--- config.mk ---
export PLATFORM = sky130hd
export DESIGN_NAME = prot_wave_gen_flat
export DESIGN_NICKNAME = d
export VERILOG_FILES = /design/src/rtl/prot_wave_gen_if.sv /design/src/rtl/prot_wave_gen.sv /design/src/flat_wrapper.sv
export SDC_FILE = /design/constraint.sdc
export NUM_CORES = 1
export LEC_CHECK = 0
export ABC_AREA = 1
export BUFFER_PORTS_ARGS = -buffer_cell sky130_fd_sc_hd__buf_2
export CAP_MARGIN = 20
export CORE_ASPECT_RATIO = 1.75
export CORE_MARGIN = 1
export CORE_UTILIZATION = 35
export CTS_CLUSTER_SIZE = 28
export DETAILED_ROUTE_END_ITERATION = 12
export PLACE_DENSITY = 0.63
export SLEW_MARGIN = 20
export SYNTH_ARGS = -nofsm -noshare
export SYNTH_HDL_FRONTEND = slang
export SYNTH_SLANG_ARGS = --single-unit
--- constraint.sdc ---
create_clock -name clk -period 3.1 [get_ports clk]
set_input_delay 0.31 -clock clk [delete_from_list [all_inputs] [get_ports clk]]
set_output_delay 0.31 -clock clk [all_outputs]
set_load 0.05 [all_outputs]
--- src/rtl/prot_wave_gen_if.sv ---
// Stream input and sample-buffer write port of the waveform generator.
// The slave modport is the generator's view; the master modport is the producer/buffer side.
interface prot_wave_gen_if #(
  parameter int unsigned DATA_WIDTH = 10,
  parameter int unsigned ADDR_WIDTH = 10
);
  logic                  s_valid;
  logic [DATA_WIDTH-1:0] s_data;
  logic                  s_last;
  logic                  s_ready;
  logic                  wr_en;
  logic [ADDR_WIDTH-1:0] wr_addr;
  logic                  wr_data;

  modport master (
    output s_valid, s_data, s_last,
    input  s_ready, wr_en, wr_addr, wr_data
  );

  modport slave (
    input  s_valid, s_data, s_last,
    output s_ready, wr_en, wr_addr, wr_data
  );
endinterface

--- src/rtl/prot_wave_gen.sv ---
// Serializes stream words MSB first into the sample buffer, each bit held for
// 2*(samp_freq/data_freq) consecutive addresses, so the protocol parser can read them back.
module prot_wave_gen #(
  parameter int unsigned DATA_WIDTH = 10,
  parameter int unsigned ADDR_WIDTH = 10
) (
  input  logic                  clk,
  input  logic                  rst_n,
  input  logic [31:0]           samp_freq,
  input  logic [31:0]           data_freq,
  input  logic                  start,
  input  logic [ADDR_WIDTH-1:0] start_addr,
  prot_wave_gen_if.slave        bus,
  output logic                  busy,
  output logic                  done,
  output logic                  err
);

  localparam int unsigned BitCntW = $clog2(DATA_WIDTH);

  typedef enum logic [2:0] {StIdle, StCalc, StWait, StShift, StDone} state_e;

  state_e                state_q, state_d;
  logic                  start_q;
  logic                  err_q, err_d;
  logic [31:0]           divisor_q, divisor_d;
  logic [31:0]           div_quo_q, div_quo_d;
  logic [31:0]           div_rem_q, div_rem_d;
  logic [4:0]            div_cnt_q, div_cnt_d;
  logic [15:0]           bit_len_q, bit_len_d;
  logic [ADDR_WIDTH-1:0] addr_q, addr_d;
  logic [DATA_WIDTH-1:0] shreg_q, shreg_d;
  logic                  last_q, last_d;
  logic [15:0]           samp_cnt_q, samp_cnt_d;
  logic [BitCntW-1:0]    bit_cnt_q, bit_cnt_d;

  logic        start_edge;
  logic [32:0] rem_shift, rem_sub;
  logic        quo_bit;
  logic [31:0] quo_next;
  logic        ratio_bad;

  assign start_edge = start & ~start_q;
  assign busy       = (state_q != StIdle);
  assign err        = err_q;

  // Restoring divide step: dividend bits shift out of div_quo_q as quotient bits shift in.
  // A zero divisor always "fits", which makes the quotient all ones.
  assign rem_shift = {div_rem_q, div_quo_q[31]};
  assign rem_sub   = rem_shift - {1'b0, divisor_q};
  assign quo_bit   = (rem_shift >= {1'b0, divisor_q});
  assign quo_next  = {div_quo_q[30:0], quo_bit};
  assign ratio_bad = (quo_next == 32'd0) || (quo_next > 32'd32767);

  always_comb begin
    state_d     = state_q;
    err_d       = 1'b0;
    divisor_d   = divisor_q;
    div_quo_d   = div_quo_q;
    div_rem_d   = div_rem_q;
    div_cnt_d   = div_cnt_q;
    bit_len_d   = bit_len_q;
    addr_d      = addr_q;
    shreg_d     = shreg_q;
    last_d      = last_q;
    samp_cnt_d  = samp_cnt_q;
    bit_cnt_d   = bit_cnt_q;
    bus.s_ready = 1'b0;
    bus.wr_en   = 1'b0;
    bus.wr_addr = '0;
    bus.wr_data = 1'b0;
    done        = 1'b0;

    unique case (state_q)
      StIdle: begin
        if (start_edge) begin
          divisor_d = data_freq;
          div_quo_d = samp_freq;
          div_rem_d = '0;
          div_cnt_d = '0;
          addr_d    = start_addr;
          state_d   = StCalc;
        end
      end
      StCalc: begin
        div_quo_d = quo_next;
        div_rem_d = quo_bit ? rem_sub[31:0] : rem_shift[31:0];
        div_cnt_d = div_cnt_q + 5'd1;
        if (div_cnt_q == 5'd31) begin
          if (ratio_bad) begin
            err_d   = 1'b1;
            state_d = StIdle;
          end else begin
            bit_len_d = {quo_next[14:0], 1'b0};
            state_d   = StWait;
          end
        end
      end
      StWait: begin
        bus.s_ready = 1'b1;
        if (bus.s_valid) begin
          shreg_d    = bus.s_data;
          last_d     = bus.s_last;
          bit_cnt_d  = '0;
          samp_cnt_d = '0;
          state_d    = StShift;
        end
      end
      StShift: begin
        bus.wr_en   = 1'b1;
        bus.wr_data = shreg_q[DATA_WIDTH-1];
        bus.wr_addr = addr_q;
        addr_d      = addr_q + 1'b1;
        if (samp_cnt_q == bit_len_q - 16'd1) begin
          shreg_d    = shreg_q << 1;
          samp_cnt_d = '0;
          bit_cnt_d  = bit_cnt_q + 1'b1;
          if (bit_cnt_q == BitCntW'(DATA_WIDTH - 1)) begin
            state_d = last_q ? StDone : StWait;
          end
        end else begin
          samp_cnt_d = samp_cnt_q + 16'd1;
        end
      end
      StDone: begin
        done    = 1'b1;
        state_d = StIdle;
      end
      default: state_d = StIdle;
    endcase
  end

  always_ff @(posedge clk) begin
    if (!rst_n) begin
      state_q    <= StIdle;
      start_q    <= 1'b0;
      err_q      <= 1'b0;
      divisor_q  <= '0;
      div_quo_q  <= '0;
      div_rem_q  <= '0;
      div_cnt_q  <= '0;
      bit_len_q  <= '0;
      addr_q     <= '0;
      shreg_q    <= '0;
      last_q     <= 1'b0;
      samp_cnt_q <= '0;
      bit_cnt_q  <= '0;
    end else begin
      state_q    <= state_d;
      start_q    <= start;
      err_q      <= err_d;
      divisor_q  <= divisor_d;
      div_quo_q  <= div_quo_d;
      div_rem_q  <= div_rem_d;
      div_cnt_q  <= div_cnt_d;
      bit_len_q  <= bit_len_d;
      addr_q     <= addr_d;
      shreg_q    <= shreg_d;
      last_q     <= last_d;
      samp_cnt_q <= samp_cnt_d;
      bit_cnt_q  <= bit_cnt_d;
    end
  end

endmodule

--- src/flat_wrapper.sv ---
// flat-port wrapper written by rule: the top's interface ports become plain ports
module prot_wave_gen_flat 
#(
  parameter int unsigned DATA_WIDTH = 10,
  parameter int unsigned ADDR_WIDTH = 10
)
  (clk, rst_n, samp_freq, data_freq, start, start_addr, busy, done, err, bus_s_valid, bus_s_data, bus_s_last, bus_s_ready, bus_wr_en, bus_wr_addr, bus_wr_data);
  prot_wave_gen_if #(.DATA_WIDTH(DATA_WIDTH), .ADDR_WIDTH(ADDR_WIDTH)) bus_i ();
  input  logic clk;
  input  logic rst_n;
  input  logic [31:0] samp_freq;
  input  logic [31:0] data_freq;
  input  logic start;
  input  logic [ADDR_WIDTH-1:0] start_addr;
  output logic busy;
  output logic done;
  output logic err;
  input wire logic [$bits(bus_i.s_valid)-1:0] bus_s_valid;
  input wire logic [$bits(bus_i.s_data)-1:0] bus_s_data;
  input wire logic [$bits(bus_i.s_last)-1:0] bus_s_last;
  output wire logic [$bits(bus_i.s_ready)-1:0] bus_s_ready;
  output wire logic [$bits(bus_i.wr_en)-1:0] bus_wr_en;
  output wire logic [$bits(bus_i.wr_addr)-1:0] bus_wr_addr;
  output wire logic [$bits(bus_i.wr_data)-1:0] bus_wr_data;
  assign bus_i.s_valid = bus_s_valid;
  assign bus_i.s_data = bus_s_data;
  assign bus_i.s_last = bus_s_last;
  assign bus_s_ready = bus_i.s_ready;
  assign bus_wr_en = bus_i.wr_en;
  assign bus_wr_addr = bus_i.wr_addr;
  assign bus_wr_data = bus_i.wr_data;
  prot_wave_gen #(.DATA_WIDTH(DATA_WIDTH), .ADDR_WIDTH(ADDR_WIDTH)) u_core (.clk(clk), .rst_n(rst_n), .samp_freq(samp_freq), .data_freq(data_freq), .start(start), .start_addr(start_addr), .bus(bus_i), .busy(busy), .done(done), .err(err));
endmodule
After elaboration in Yosys (flattened, before gate mapping)
Index checks and enable logic that the tools add are counted.
{"block": "word_totals", "out_inout_bits": 16, "wordCells": 84, "register_bits": 162, "inputBits": 89}
{"block": "op_classes", "add_sub_neg": 6, "bitwise": 3, "eq_ne": 12, "n_reduce_logical": 16, "order_cmp": 2, "mux": 32}
{"op": "$pmux W32 S2", "n": 2}
{"op": "$mux W32", "n": 3}
{"op": "$mux W10", "n": 4}
{"op": "$pmux W10 S2", "n": 2}
{"op": "$ge A33 B32 Y1", "n": 1}
{"op": "$gt A32 B15 Y1 const B", "n": 1}
{"op": "$logic_not A32 Y1", "n": 1}
{"op": "$mux W16", "n": 2}
{"op": "$pmux W16 S2", "n": 1}
{"op": "$sub A32 B32 Y32", "n": 1}
{"op": "$mux W3", "n": 6}
{"op": "$add A16 B1 Y16 const B", "n": 1}
{"op": "$eq A16 B16 Y1", "n": 1}
{"op": "$sub A16 B1 Y16 const B", "n": 1}
{"op": "$pmux W3 S4", "n": 1}
{"op": "$add A10 B1 Y10 const B", "n": 1}
{"op": "$pmux W5 S2", "n": 1}
{"op": "$reduce_and A2 Y1", "n": 5}
{"op": "$reduce_and A3 Y1", "n": 3}
{"op": "$mux W4", "n": 2}
{"op": "$ne A2 B1 Y1 const B", "n": 4}
{"op": "$pmux W4 S2", "n": 1}
{"op": "$eq A3 B2 Y1 const B", "n": 2}
{"op": "$reduce_bool A2 Y1", "n": 3}
{"op": "other kinds (16)", "n": 21}

Longest topological paths before layout
{"block": "logic_depth", "depth_word": 6, "ltp_mapped": 18, "depth_no_buf": 17}

Worst setup path after synthesis
OpenSTA, ideal clock, no wires.
{"block": "synth_path", "path_kind": "reg2reg", "startpoint": "register u_core.state_q[0]", "endpoint": "register u_core.addr_q[8]", "synth_period_minus_slack_ps": 2180, "setup_slack_ps": 920, "t_arrival_ps": 2106, "required_time_ps": 3026, "setup_ps": 74, "path_buffers": 1, "path_stages_with_launch": 8, "cell_sequence": "dfxtp_1 > inv_1 > nor3_4 > inv_2 > clkbuf_1 > nor2_1 > o21ai_0 > a31oi_1"}
{"block": "synth_between", "elab_chain_len": 3, "word_cells_on_any_way": 6, "cone_classes": "eq/ne: 2; mux: 1; reduce/logical: 3"}
{"item": "start: declaration", "line": "prot_wave_gen.sv:23", "text": "state_e state_q, state_d;"}
{"item": "start signal: assignment", "line": "prot_wave_gen.sv:135", "text": "state_q <= StIdle;"}
{"item": "start signal: assignment", "line": "prot_wave_gen.sv:149", "text": "state_q <= state_d;"}
{"item": "$logic_not A3 Y1 or $eq A3 B2 Y1 (tied branches)", "line": "prot_wave_gen.sv:74", "text": "unique case (state_q)"}
{"item": "$ne A2 B1 Y1 (no source line) or $reduce_bool A2 Y1 (tied branches)"}
{"item": "$reduce_and A2 Y1 (no source line)"}
{"item": "end signal: assignment", "line": "prot_wave_gen.sv:157", "text": "addr_q <= addr_d;"}
{"item": "end: declaration", "line": "prot_wave_gen.sv:31", "text": "logic [ADDR_WIDTH-1:0] addr_q, addr_d;"}
Several ways; a longest one is shown, not always the timed one.
A chain may end at the register's enable or synchronous reset.

Worst setup path after layout
{"block": "layout_path", "startpoint": "register u_core.div_rem_q[7]", "endpoint": "register u_core.div_rem_q[10]"}
{"block": "layout_between", "elab_chain_len": 3, "word_cells_on_any_way": 4, "cone_classes": "add/sub: 1; order compare: 1; mux: 2"}
{"item": "start: declaration", "line": "prot_wave_gen.sv:28", "text": "logic [31:0] div_rem_q, div_rem_d;"}
{"item": "start signal: assignment", "line": "prot_wave_gen.sv:154", "text": "div_rem_q <= div_rem_d;"}
{"item": "$sub A32 B32 Y32 or $ge A33 B32 Y1 (tied branches)", "line": "prot_wave_gen.sv:50, prot_wave_gen.sv:51"}
{"item": "$mux W32 (*)", "line": "prot_wave_gen.sv:87", "text": "div_rem_d = quo_bit ? rem_sub[31:0] : rem_shift[31:0];"}
{"item": "$pmux W32 S2 (*)", "line": "prot_wave_gen.sv:74"}
Mark *: on every way between the ends. The rest lies on a longest branch, timed or not.

==> flow_metrics.py <==
metrics = {
    "status": {
        "status": "finished, final reports clean",
    },
    "worst_setup_path": {
        "reg2reg_depth": 13,
        "crit_fanout": 32,
        "critPathKind": "flip-flop to flip-flop",
        "critPathArrivalTime_ns": 2.98,
        "r2r-start": "u_core.div_rem_q[7]",
        "cp-end-kind": "flip-flop",
        "critPathLaunch": "u_core.div_rem_q[7]",
        "worst-path-buf-inv": 2,
        "crit_chain": "ha_1, nand2_2, inv_1, a21oi_1, nand3_1, nand2_1, nand3_2, nand2_2, nand2_4, buf_4, a21oi_1, o21ai_0, a21oi_1",
        "timing.rr.end": "u_core.div_rem_q[10]",
        "critPathRequiredTime_ns": 3.48,
        "crit_top_cell": "a21oi_1",
        "cp-start-kind": "flip-flop",
        "reg2reg_setup_slack_ns": 0.50,
        "slowest_stage": "ha_1",
        "crit_cells": 13,
        "critical_path.top_delay_family": "simple AND/OR/NAND/NOR gates",
        "endpoint": "u_core.div_rem_q[10]",
        "critPathMaxStageDelay_ns": 0.38,
    },
    "yosys": {
        "synthesis.area_um2": 9950,
        "seq_area_frac_synth_pct": 32.6,
        "yosys-top-cells-count": "nand2_1 (377), inv_1 (167), dfxtp_1 (162)",
        "synth_cell_types": 54,
        "synthMostInstantiatedCell": "nand2_1",
        "synth_nets": 1642,
        "synthCells": 1513,
        "yosysWarningCount": 0,
        "ys.flop_type": "dfxtp_1",
        "ys_seq_elements": 162,
        "synth_top_area_share_pct": 32.6,
        "synthTopCellsByArea": "dfxtp_1 (33%), nand2_1 (14%), a21oi_1 (6.8%)",
        "synthArstFlopShare_pct": 0,
        "synth.largest_area_cell": "dfxtp_1",
        "synth_edf_count": 0,
        "avgSynthCellArea_um2": 6.58,
    },
    "detailed_routing": {
        "via_per_inst": 5.01,
        "drt-initial-drc-count": 486,
        "drc_errors": 0,
        "drt_pre_antenna_iters": 5,
        "antenna_left": 0,
        "drt-wirelength-per-cell_um": 14.9,
        "finalWirelength_um": 29400,
        "vias": 9918,
    },
    "pwr": {
        "power.switching_w": 0.00537,
        "p_per_area_nw_per_um2": 956,
        "irDropWorstVdd_uv": 443,
        "leakagePower_nw": 4.99,
        "pwr-share-seq_pct": 24.5,
        "swShare_pct": 49.3,
        "comb_power_share_pct": 56.9,
        "clockPowerShare_pct": 18.6,
        "intPower_w": 0.00552,
        "finalPower_w": 0.0109,
    },
    "timing": {
        "finalCritPeriodShare_pct": 83.9,
        "tightest_slew_ns": 0.856,
        "relSlewSlack_pct": 42.8,
        "slew_viol_final": 0,
        "setup_tns_ns": 0,
        "min_period_ns": 2.60,
        "hold_viol": 0,
        "whs_ns": 0.0657,
        "finalClockSkew_ns": 0.00980,
        "setup_viol": 0,
        "fmax_mhz": 384,
        "grt_setup_unrepaired": "false",
    },
    "floorplanning": {
        "core_area_um2": 28000,
        "rows": 81,
        "initial_core_util_pct": 35.6,
        "dieArea_um2": 29100,
        "die_h_um": 225,
        "pin_count": 105,
        "die_w_um": 129,
    },
    "global_route": {
        "grt_usage_pct": 20.9,
        "grt_pass1_vias": 9761,
        "grt_max_degree": 69,
        "globalRouteOverflowTotal": 0,
        "grt_pass1_wl_um": 46800,
        "antenna_found_initial": 0,
    },
    "worst_hold_path": {
        "min_path_type": "input pin to flip-flop",
    },
    "placement": {
        "gp_congestion": 0.997,
        "dp_hpwl_um": 22700,
        "portBuffers": 104,
        "dp.cells": 1946,
    },
    "layout": {
        "area_delta_synth_final_pct": 14.4,
        "drive_above_1_share_pct": 13.3,
        "n_antenna_cell": 0,
        "finalNonFillerCells": 1978,
        "final_util_pct": 40.7,
        "fin_nets": 1721,
    },
    "clocking": {
        "htree_levels": 4,
        "clock_path_buffers": 2,
        "root_buffer": "clkbuf_16",
        "numCtsBuffers": 17,
        "cts_tree": "done",
        "insertion_delay_ns": 0.45,
        "clock-sinks": 162,
        "cts_setup_buffers": 0,
        "path_clk_slew_ns": 0.06,
    },
    "flow_run": {
        "max_cap_viol_count": 0,
    },
}
registers in the layout, indices dropped and copies added (netlist names):
signal and cells:
u_core.samp_cnt_q 16, u_core.start_q 1, u_core.div_quo_q 32, u_core.shreg_q 10, u_core.err 1, u_core.div_rem_q 32, u_core.last_q 1, u_core.addr_q 10
u_core.state_q 3, u_core.bit_len_q 15, u_core.bit_cnt_q 4, u_core.div_cnt_q 5, u_core.divisor_q 32
cell type report:
class                   count  area, um^2
fillers                  3069       16600
multi-input cells        1109        5780
flip-flops and latches    162        3240
repair buffers            124         683
inverters                 178         668
well taps                 373         467
clock buffers              19         433
clock inverters            13         113
how the worst min path moves through the flow:
stage	start	endpoint	slack (ns)	cells after the start
6_report	start	u_core.start_q	0.07	3
3_5_place_dp	u_core.last_q	u_core.state_q[2]	0.44	2
5_1_grt	start	u_core.start_q	0.1	3
3_3_place_gp	u_core.last_q	u_core.state_q[2]	0.43	2
4_1_cts	start	u_core.start_q	0.04	3
2_1_floorplan	start	u_core.start_q	0.40	2
per-layer routing:
metal / track usage [%] / vias up / routed length (um)
li1: - / 5113 / -
met1: 19.0 / 4520 / 10500
met2: 41.6 / 194 / 16400
met3: 3.51 / 91 / 843
met4: 12.9 / 0 / 1690
met5: 0 / - / 0
tightest hold or removal path: stages:
cell	delay (ns)
buf_2	0.09
nand2_1	0.04
inv_1	0.04
kinds of logic (layout without fill, tap and decap cells):
logic type	after synthesis	after routing	share of synthesized area [%]
buffers and inverters	242	334	9.59
adder cells (fa/ha/maj)	40	40	5.11
AND/OR/NAND/NOR	711	711	31.4
AO/OA/AOI/OAI	315	315	17.3
XOR/XNOR	43	43	3.94
flip-flops	162	162	32.6
what timing repair did:
item,in CTS,in global routing
gates resized for setup,0,1
hold buffers,0,0
setup endpoints to repair,0,1
layout by cell type (no fill, tap or decap), types with 17 or more instances in the layout:
cell type,count
a31oi_1,39
nor2_1,141
o21ai_0,94
clkbuf_16,17
buf_2,104
ha_1,39
nand3_1,88
nand4_1,26
nor2_2,19
xnor2_1,26
dfxtp_1,162
inv_1,167
a21oi_1,135
buf_4,19
nand2_1,377
stage by stage:
| step | setup WS [ns] | area [um^2] |
|---|---|---|
| after floorplan | 0.920 | 9950 |
| after global placement | 0.420 | 10800 |
| after detailed placement | 0.307 | 10800 |
| after CTS | 0.306 | 11400 |
| after global routing | 0.230 | 11400 |
| final | 0.499 | 11400 |
power by group through the flow:
stage / clock (W) / combinational [W] / sequential (W)
4_1_cts: 0.00208 / 0.00616 / 0.00266
6_report: 0.00202 / 0.00620 / 0.00266
3_3_place_gp: 0 / 0.00611 / 0.00270
3_5_place_dp: 0 / 0.00614 / 0.00270
5_1_grt: 0.00215 / 0.00688 / 0.00271
2_1_floorplan: 0 / 0.00451 / 0.00264
No activity file was read; power rests on OpenSTA's default activity.
